`src/rtl/router_pkg.sv`:
```
// Shared definitions for the router packet interface: header field widths,
// the reserved destination code and the transmitter FSM state encoding.
package router_pkg;

  localparam int unsigned LEN_W  = 6;
  localparam int unsigned ADDR_W = 2;
  localparam int unsigned DATA_W = 8;

  localparam logic [ADDR_W-1:0] ADDR_ILLEGAL = 2'b11;

  typedef enum logic [2:0] {
    TX_IDLE,
    TX_LOAD,
    TX_HDR,
    TX_PLD,
    TX_PAR
  } tx_state_t;

  // Header byte layout: length in the upper bits, destination in the lower bits.
  function automatic logic [DATA_W-1:0] make_header(input logic [LEN_W-1:0]  len,
                                                     input logic [ADDR_W-1:0] addr);
    return {len, addr};
  endfunction

endpackage

```
`src/rtl/router_tx_buf.sv`:
```
// Payload buffer: register file with one synchronous write port and an
// asynchronous read port. Storage is not reset.
module router_tx_buf #(
  parameter int unsigned DEPTH = 64,
  parameter int unsigned AW    = 6
) (
  input  logic          clock,
  input  logic          i_we,
  input  logic [AW-1:0] i_waddr,
  input  logic [7:0]    i_wdata,
  input  logic [AW-1:0] i_raddr,
  output logic [7:0]    o_rdata
);

  logic [7:0] r_mem [DEPTH];

  // Write port: capture a payload byte on the clock edge when enabled.
  always_ff @(posedge clock) begin
    if (i_we) r_mem[i_waddr] <= i_wdata;
  end

  assign o_rdata = r_mem[i_raddr];

endmodule

```
`src/rtl/router_pkt_tx.sv`:
```
// Router packet source: loads a payload from an upstream byte stream, then
// sends header, payload and parity on the router input port under busy
// back-pressure.
module router_pkt_tx
  import router_pkg::*;
#(
  parameter int unsigned MAX_LEN = 63
) (
  input  logic              clock,
  input  logic              resetn,
  input  logic              start,
  input  logic [ADDR_W-1:0] dest_addr,
  input  logic [LEN_W-1:0]  pay_len,
  input  logic              par_corrupt,
  input  logic [7:0]        pay_data,
  input  logic              pay_valid,
  output logic              pay_ready,
  input  logic              busy,
  output logic              pkt_valid,
  output logic [7:0]        data_out,
  output logic              ready,
  output logic              tx_done,
  output logic              start_err
);

  tx_state_t r_state, w_state_nxt;

  logic [LEN_W-1:0] r_len, r_wr_cnt, r_rd_cnt;
  logic [7:0]       r_hdr, r_acc;
  logic             r_corrupt;

  logic             r_pkt_valid, r_tx_done, r_start_err;
  logic [7:0]       r_data_out;
  logic             w_pkt_valid_nxt, w_tx_done_nxt, w_start_err_nxt;
  logic [7:0]       w_data_out_nxt;

  logic             w_start_ok, w_pay_fire, w_load_last, w_xfer, w_pld_last;
  logic [7:0]       w_rdata, w_hdr_in;

  assign w_hdr_in    = make_header(pay_len, dest_addr);
  assign w_start_ok  = start && (dest_addr != ADDR_ILLEGAL) && (pay_len != '0);
  assign w_pay_fire  = pay_valid && (r_state == TX_LOAD);
  assign w_load_last = w_pay_fire && (r_wr_cnt == r_len - 1'b1);
  assign w_xfer      = !busy;
  // r_rd_cnt is the index of the next byte to present, so the last payload
  // byte is on the wire once it has reached the packet length.
  assign w_pld_last  = (r_rd_cnt == r_len);

  assign ready     = (r_state == TX_IDLE);
  assign pay_ready = (r_state == TX_LOAD);
  assign pkt_valid = r_pkt_valid;
  assign data_out  = r_data_out;
  assign tx_done   = r_tx_done;
  assign start_err = r_start_err;

  router_tx_buf #(
    .DEPTH (MAX_LEN + 1),
    .AW    (LEN_W)
  ) u_buf (
    .clock   (clock),
    .i_we    (w_pay_fire),
    .i_waddr (r_wr_cnt),
    .i_wdata (pay_data),
    .i_raddr (r_rd_cnt),
    .o_rdata (w_rdata)
  );

  // State and registered outputs.
  always_ff @(posedge clock or negedge resetn) begin
    if (!resetn) begin
      r_state     <= TX_IDLE;
      r_pkt_valid <= 1'b0;
      r_data_out  <= '0;
      r_tx_done   <= 1'b0;
      r_start_err <= 1'b0;
    end else begin
      r_state     <= w_state_nxt;
      r_pkt_valid <= w_pkt_valid_nxt;
      r_data_out  <= w_data_out_nxt;
      r_tx_done   <= w_tx_done_nxt;
      r_start_err <= w_start_err_nxt;
    end
  end

  // Next-state decode.
  always_comb begin
    w_state_nxt = r_state;
    unique case (r_state)
      TX_IDLE: if (w_start_ok)            w_state_nxt = TX_LOAD;
      TX_LOAD: if (w_load_last)           w_state_nxt = TX_HDR;
      TX_HDR:  if (w_xfer)                w_state_nxt = TX_PLD;
      TX_PLD:  if (w_xfer && w_pld_last)  w_state_nxt = TX_PAR;
      TX_PAR:  if (w_xfer)                w_state_nxt = TX_IDLE;
      default:                            w_state_nxt = TX_IDLE;
    endcase
  end

  // Next values of the registered outputs; busy simply holds them.
  always_comb begin
    w_pkt_valid_nxt = r_pkt_valid;
    w_data_out_nxt  = r_data_out;
    w_tx_done_nxt   = 1'b0;
    w_start_err_nxt = 1'b0;
    unique case (r_state)
      TX_IDLE: if (start && !w_start_ok) w_start_err_nxt = 1'b1;
      TX_LOAD: begin
        if (w_load_last) begin
          w_pkt_valid_nxt = 1'b1;
          w_data_out_nxt  = r_hdr;
        end
      end
      TX_HDR: if (w_xfer) w_data_out_nxt = w_rdata;
      TX_PLD: begin
        if (w_xfer) begin
          if (w_pld_last) begin
            w_pkt_valid_nxt = 1'b0;
            w_data_out_nxt  = r_acc ^ {8{r_corrupt}};
          end else begin
            w_data_out_nxt  = w_rdata;
          end
        end
      end
      TX_PAR: begin
        if (w_xfer) begin
          w_data_out_nxt = '0;
          w_tx_done_nxt  = 1'b1;
        end
      end
      default: begin
        w_pkt_valid_nxt = 1'b0;
        w_data_out_nxt  = '0;
      end
    endcase
  end

  // Packet context, load/read counters and parity accumulator.
  always_ff @(posedge clock or negedge resetn) begin
    if (!resetn) begin
      r_len     <= '0;
      r_hdr     <= '0;
      r_acc     <= '0;
      r_corrupt <= 1'b0;
      r_wr_cnt  <= '0;
      r_rd_cnt  <= '0;
    end else begin
      unique case (r_state)
        TX_IDLE: begin
          if (w_start_ok) begin
            r_len     <= pay_len;
            r_hdr     <= w_hdr_in;
            r_acc     <= w_hdr_in;
            r_corrupt <= par_corrupt;
            r_wr_cnt  <= '0;
            r_rd_cnt  <= '0;
          end
        end
        TX_LOAD: begin
          if (w_pay_fire) begin
            r_acc    <= r_acc ^ pay_data;
            r_wr_cnt <= r_wr_cnt + 1'b1;
          end
        end
        TX_HDR: if (w_xfer) r_rd_cnt <= LEN_W'(1);
        TX_PLD: if (w_xfer && !w_pld_last) r_rd_cnt <= r_rd_cnt + 1'b1;
        default: ;
      endcase
    end
  end

endmodule

```
`config.mk`:
```
export PLATFORM = sky130hd
export DESIGN_NAME = router_pkt_tx
export DESIGN_NICKNAME = d
export VERILOG_FILES = /design/src/rtl/router_pkg.sv /design/src/rtl/router_tx_buf.sv /design/src/rtl/router_pkt_tx.sv
export SDC_FILE = /design/constraint.sdc
export NUM_CORES = 1
export LEC_CHECK = 0
export CORE_ASPECT_RATIO = 1.2
export CORE_MARGIN = 1.5
export CORE_UTILIZATION = 57
export CTS_CLUSTER_DIAMETER = 30
export DETAILED_ROUTE_END_ITERATION = 8
export DONT_BUFFER_PORTS = 1
export PLACE_DENSITY = 0.78
export SLEW_MARGIN = 20
export SYNTH_ARGS = -nofsm -noshare
export SYNTH_HDL_FRONTEND = slang
export SYNTH_SLANG_ARGS = --single-unit
```
`constraint.sdc`:
```
create_clock -name clock -period 4.75 [get_ports clock]
set_input_delay 1.1875 -clock clock [delete_from_list [all_inputs] [get_ports clock]]
set_output_delay 1.1875 -clock clock [all_outputs]
set_load 0.05 [all_outputs]
```
==> flow_summary_export.csv, run 1 <==
group,metric,value,unit
pwr,p_per_area,575.0,mW/mm^2
floorplanning,die_y,219.1,um
worst_setup_path,worstPathMaxFanout,18,
cts,post_cts_resized,0,
cts,htreeDepth,3,
pwr,peakVddDrop,0.3637,mV
hold_path,hold_path_class,"input port to async pin",
logic_synthesis,synthMostInstantiatedCell,"edfxtp_1",
logic_synthesis,synthXorXnorAreaFrac,0.01106,
logic_synthesis,yosys_warnings,0,
logic_synthesis,syn_nets,1235,
layout,final_cell_count_no_fill,1781,
timing,max_freq,265.9,MHz
logic_synthesis,synthCells,1210,
layout,regArea,0.01646,mm^2
floorplanning,coreArea,0.03806,mm^2
timing,fin_tns_setup,0,ps
global_route,grt_antenna_before_repair,0,
detailed_routing,drt-pass1-iter-count,6,
logic_synthesis,yosys-top-cells-count,"512 x edfxtp_1, 97 x mux4_2, 83 x nor2_1, 70 x mux2i_1, 43 x dfrtp_1",
logic_synthesis,yosys_most_used_dff,"edfxtp_1",
detailed_routing,wl_per_cell,29.47,um
layout,multi_input_comb_area,0.005409,mm^2
timing,tightest_slew,1102,ps
global_route,grt_max_degree,67,
logic_synthesis,synthArstFlopShare,0.07748,
timing,rsz0062_at_grt,"false",
worst_setup_path,critPathMaxStageDelay,1010,ps
cts,cts_setup_buffers,0,
floorplanning,start_util,0.5826,
logic_synthesis,synth_edf_count,512,
logic_synthesis,synth_compound_area_frac,0.05535,
status,outcome,"finished clean",
detailed_routing,viasPerCell,6.757,
placed_design,dp.cells,1631,
placed_design,port_buffers,0,
logic_synthesis,synth_seq_area_share,0.7419,
detailed_routing,vias,12035,
worst_setup_path,path_class,"flip-flop to flip-flop",
global_route,grt_usage,0.2705,
logic_synthesis,synthAdderAreaFrac,0.001693,
worst_setup_path,path_cells,"nand3b_1 > o22ai_1 > a2111oi_0 > o21ai_0 > a221o_1",
layout,nets,1260,
floorplanning,boundaryPins,35,
detailed_routing,drtIter0Drc,1513,
placed_design,placedInstanceArea,0.02262,mm^2
layout,nFillCells,2317,
cts,clock-sinks,555,
floorplanning,dieWidth,183.1,um
placed_design,dp_hpwl,29150,um
global_route,grt.overflow.total,0,
worst_setup_path,critical_path_buf_inv_count,0,
logic_synthesis,yosysTopAreaCell,"edfxtp_1",
cts,clkLatencyLatePin,610,ps
timing,min_period,3761,ps
logic_synthesis,synth_top_family_by_area,"multiplexers",
pwr,power,14.57,mW
timing,setup-violations-final,0,
layout,drive_above_1_share,0.2069,
placed_design,gp_congestion,0.8683,
timing,fin_skew,32.36,ps
logic_synthesis,synthSimpleGateAreaFrac,0.04204,
cts,clk_pin_slew,60,ps
worst_setup_path,cp.required,5230,ps
timing,hold_viol_final,0,
timing,maxSlewViolCount,0,
worst_setup_path,cp_top_family,"compound AO/OA/AOI/OAI gates",
logic_synthesis,ys_types,54,
cts,ctsHoldBuffers,0,
logic_synthesis,syn_avg_cell_area,18.33,um^2
worst_setup_path,worst_path_max_delay_cell,"a2111oi_0",
floorplanning,dieArea,0.04010,mm^2
detailed_routing,antenna_left,0,
timing,slew_headroom,0.2461,
layout,area_growth,14.28,%
flow_run,cap_violations,0,
global_route,grt_pass1_wl,78470,um
timing,fin_crit_sh,0.7918,
logic_synthesis,synth_area,0.02218,mm^2
cts,clockBufferDepth,3,
global_route,grt_pass1_vias,12393,
cts,root_buffer,"clkbuf_16",
logic_synthesis,synth.area.top_cells,"edfxtp_1 69%, mux4_2 9.9%, dfrtp_1 4.9%, mux2i_1 3.2%, nor2_1 1.4%",
detailed_routing,wl,52490,um
detailed_routing,remaining_drc_errors,0,
logic_synthesis,synth_mux_area_frac,0.1327,
worst_setup_path,critPathCaptureType,"flip-flop",
floorplanning,fp-row-count,78,
logic_synthesis,synth_top_area_frac,0.6933,
cts,cts_tree,"built",
logic_synthesis,ys_ff_latch,555,
layout,fin_area,0.02534,mm^2
worst_setup_path,arrival,4250,ps
cts,cts_inserted_buffers,82,
pwr,leakage,8.238,nW
worst_setup_path,startpoint_type,"flip-flop",
-- cell usage in the layout, fill, tap and decap left out, drive strengths merged, types with 4 or more instances in the layout --
cell type,synthesis,layout
a2111oi,8,8
a211oi,8,8
a21o,9,9
a21oi,31,31
a221o,8,8
a22o,17,17
a22oi,15,15
and3,12,12
buf,34,15
bufinv,0,7
clkbuf,40,95
clkinv,0,28
clkinvlp,0,9
dfrtp,43,43
edfxtp,512,512
inv,4,14
mux2,5,5
mux2i,70,70
mux4,97,97
nand2,39,39
nand2b,8,8
nand3,23,23
nand3b,4,4
nor2,83,83
nor2b,5,5
nor3,4,4
o21ai,40,40
o221ai,15,15
o22ai,16,16
xnor2,8,8
xor2,20,20
-- metal layers --
layer	part of all wire	vias to the layer above	track usage
li1	-	4965	-
met1	0.37	6223	0.3482
met2	0.50	722	0.4458
met3	0.086	125	0.05161
met4	0.043	0	0.1342
met5	0	-	0
-- cell type report --
class                      count  area share
inverter                       4   0.0005925
sequential                   555      0.6494
clock buffer                  95     0.08576
clock inverter                54     0.02158
antenna                        1  0.00009875
multi-input combinational    577      0.2134
timing repair buffer          15    0.005431
tap                          480     0.02370
-- sequential cells by signal (all words and copies together), names as in the netlist, 2 cells and up --
| register | cells |
|---|---|
| u_buf.r_mem | 512 |
| data_out | 8 |
| r_acc | 8 |
| r_len | 6 |
| r_rd_cnt | 6 |
| r_wr_cnt | 6 |
| r_state | 3 |
| r_hdr | 2 |
-- path summary, 6_finish.rpt --
path,from,end,slack (ps),cells after the start
min in group clock,r_hdr[1]$_DFFE_PN0P_,r_hdr[1]$_DFFE_PN0P_,510,2
hold reg to reg,r_hdr[1]$_DFFE_PN0P_,r_hdr[1]$_DFFE_PN0P_,510,2
hold / removal,resetn,r_rd_cnt[0]$_DFFE_PN0P_,290,0
setup / recovery,r_rd_cnt[3]$_DFFE_PN0P_,data_out[4]$_DFFE_PN0P_,990,5
setup reg to reg,r_rd_cnt[3]$_DFFE_PN0P_,data_out[4]$_DFFE_PN0P_,990,5
max in group asynchronous,resetn,r_wr_cnt[4]$_DFFE_PN0P_,4350,0
-- report_power, final --
part / total [mW] / internal (mW) / switching [mW]
Sequential: 5.98 / 5.53 / 0.452
Clock: 5.93 / 3.70 / 2.23
Combinational: 2.66 / 1.18 / 1.48
Total: 14.6 / 10.4 / 4.17
-- through the flow --
step                hold slack [ps]    util  setup slack [ps]
floorplan                     446.1       -              1806
global placement              473.0  0.5942              1153
detailed placement            477.6  0.5942              1129
CTS                           265.9  0.6657              1101
global route                  278.1  0.6657             839.5
finish                        285.1  0.6658             988.8
-- cells by family after synthesis --
family	Yosys count
AO/OA/AOI/OAI	179
flip-flops	555
XOR/XNOR	28
adder cells (fa/ha/maj)	3
AND/OR/NAND/NOR	195
multiplexers	172
buffers and inverters	78
(Power assumes the default switching activity.)
==> run 2, diff against run 1 <==
Clock period 4.75 ns to 3.79 ns, I/O delays scaled along.
==> run 2 against run 1 <==
Against the previous run: clock skew decreased by 1.8 ps; total power rose by 25%; cell count rose by 3.5%; first-iteration DRC count decreased by 3.7%; clock power grew 24%; sequential cell count unchanged; die area did not move.
==> flow_summary_export.csv, run 2 (same netlist as run 1, synthesis figures left out) <==
group,metric,value,unit
status,outcome,"finished clean",
floorplanning,dieArea,0.04010,mm^2
worst_setup_path,worst_path_max_delay_cell,"a2111oi_0",
timing,rsz0062_at_grt,"false",
timing,setup-violations-final,0,
global_route,grt_usage,0.2676,
layout,fin_area,0.02582,mm^2
cts,cts_setup_buffers,0,
worst_setup_path,arrival,3820,ps
global_route,grt_pass1_vias,12549,
timing,min_period,3353,ps
detailed_routing,viasPerCell,6.617,
cts,cts_tree,"built",
layout,largest_reg_flops,512,
detailed_routing,wl_met2,25200,um
cts,root_buffer,"clkbuf_16",
timing,hold_viol_final,0,
layout,fin_util,0.6784,
cts,clock-sinks,555,
layout,nFillCells,2304,
timing,fin_tns_setup,0,ps
timing,fin_crit_sh,0.8846,
worst_setup_path,critPathMaxStageDelay,750,ps
worst_setup_path,cp_top_family,"compound AO/OA/AOI/OAI gates",
global_route,grt_antenna_before_repair,0,
worst_setup_path,critPathCaptureType,"flip-flop",
layout,area_growth,16.44,%
cts,clk_pin_slew,60,ps
timing,maxSlewViolCount,0,
detailed_routing,wl,51790,um
layout,final_cell_mix,"512 x edfxtp_1, 97 x mux4_2, 82 x nor2_1, 82 x clkbuf_16, 78 x buf_4",
detailed_routing,wl_per_cell,28.10,um
detailed_routing,remaining_drc_errors,0,
timing,slew_headroom,0.3835,
detailed_routing,drt-pass1-iter-count,5,
placed_design,dp.cells,1698,
layout,final_common_cell,"edfxtp_1",
pwr,leakage,8.598,nW
layout,nets,1323,
layout,top_register,"u_buf.r_mem",
worst_setup_path,critical_path_buf_inv_count,2,
worst_setup_path,worstPathMaxFanout,28,
global_route,grt_pass1_wl,78160,um
floorplanning,start_util,0.5826,
floorplanning,fp-row-count,78,
worst_setup_path,cp.required,4250,ps
placed_design,placedInstanceArea,0.02314,mm^2
cts,clkLatencyLatePin,600,ps
worst_setup_path,startpoint_type,"flip-flop",
layout,drive_above_1_share,0.2436,
pwr,peakVddDrop,0.4619,mV
layout,insertedDiodeCount,0,
detailed_routing,drt-met1-wl,19820,um
placed_design,gp_congestion,0.8576,
detailed_routing,met3_length,4774,um
detailed_routing,vias,12195,
pwr,p_per_area,707.0,mW/mm^2
timing,tightest_slew,923.8,ps
detailed_routing,antenna_left,0,
floorplanning,coreArea,0.03806,mm^2
cts,clockBufferDepth,3,
flow_run,cap_violations,0,
worst_setup_path,path_class,"flip-flop to flip-flop",
worst_setup_path,crit_top_cell,"buf_4",
timing,fin_skew,30.59,ps
timing,max_freq,298.3,MHz
cts,post_cts_resized,0,
global_route,grt.overflow.total,0,
cts,cts_inserted_buffers,78,
floorplanning,dieWidth,183.1,um
floorplanning,boundaryPins,35,
placed_design,port_buffers,0,
global_route,grt_max_degree,67,
cts,htreeDepth,3,
detailed_routing,drtIter0Drc,1457,
detailed_routing,highest_layer,"met4",
worst_setup_path,path_cells,"buf_4 > nand3b_1 > buf_4 > o22ai_1 > a2111oi_0 > o21ai_0 > a221o_1",
floorplanning,die_y,219.1,um
cts,ctsHoldBuffers,0,
placed_design,dp_hpwl,29890,um
layout,final_cell_count_no_fill,1843,
hold_path,hold_path_class,"input port to async pin",
-- run 2: layer usage --
metal | GRT usage | vias to the layer above
met1 | 0.3600 | 6254
li1 | - | 5095
met3 | 0.05227 | 124
met2 | 0.4300 | 722
met5 | 0 | -
met4 | 0.1183 | 0
-- run 2: worst reg2reg max path: cells and delay by family (launching register included) --
kind	cells	cell delay, ps
AO/OA/AOI/OAI	4	1690
flip-flops	1	580
AND/OR/NAND/NOR	1	240
buffers and inverters	2	730
-- run 2: layout make-up --
type / count / area [um^2] / share of cell area
Multi-Input combinational cell: 577 / 5403 / 0.2092
Clock inverter: 52 / 566.8 / 0.02195
Tap cell: 480 / 600.6 / 0.02326
Timing Repair Buffer: 82 / 665.6 / 0.02578
Inverter: 4 / 15.01 / 0.0005815
Clock buffer: 93 / 2113 / 0.08184
Sequential cell: 555 / 16460 / 0.6373
-- run 2: final timing paths --
kind                                          from                 endpoint  slack, ps  cells past startpoint
setup / recovery           r_rd_cnt[1]$_DFFE_PN0P_  data_out[4]$_DFFE_PN0P_        440                      7
setup reg to reg           r_rd_cnt[1]$_DFFE_PN0P_  data_out[4]$_DFFE_PN0P_        440                      7
hold reg to reg               r_hdr[1]$_DFFE_PN0P_     r_hdr[1]$_DFFE_PN0P_        490                      2
min in group clock                            busy        tx_done$_DFF_PN0_        420                      1
hold / removal                              resetn  r_wr_cnt[5]$_DFFE_PN0P_         40                      0
max in group asynchronous                   resetn  r_rd_cnt[1]$_DFFE_PN0P_       3650                      0
-- run 2: through the flow --
step                      setup slack (ps)  hold WS (ps)  power (mW)
after CTS                            553.8         20.44       18.27
final                                437.2         38.79       18.26
after floorplan                       1086         446.1       9.936
after detailed placement             571.0         472.7       10.93
after global placement               688.5         468.5       10.86
after global routing                 341.8         21.54       18.80
-- run 2: report_power, final --
part	leakage, nW	switching, mW	internal, mW
sequential	5.14	0.518	6.93
clock	1.31	2.75	4.60
combinational	2.15	1.91	1.55
total	8.60	5.18	13.1
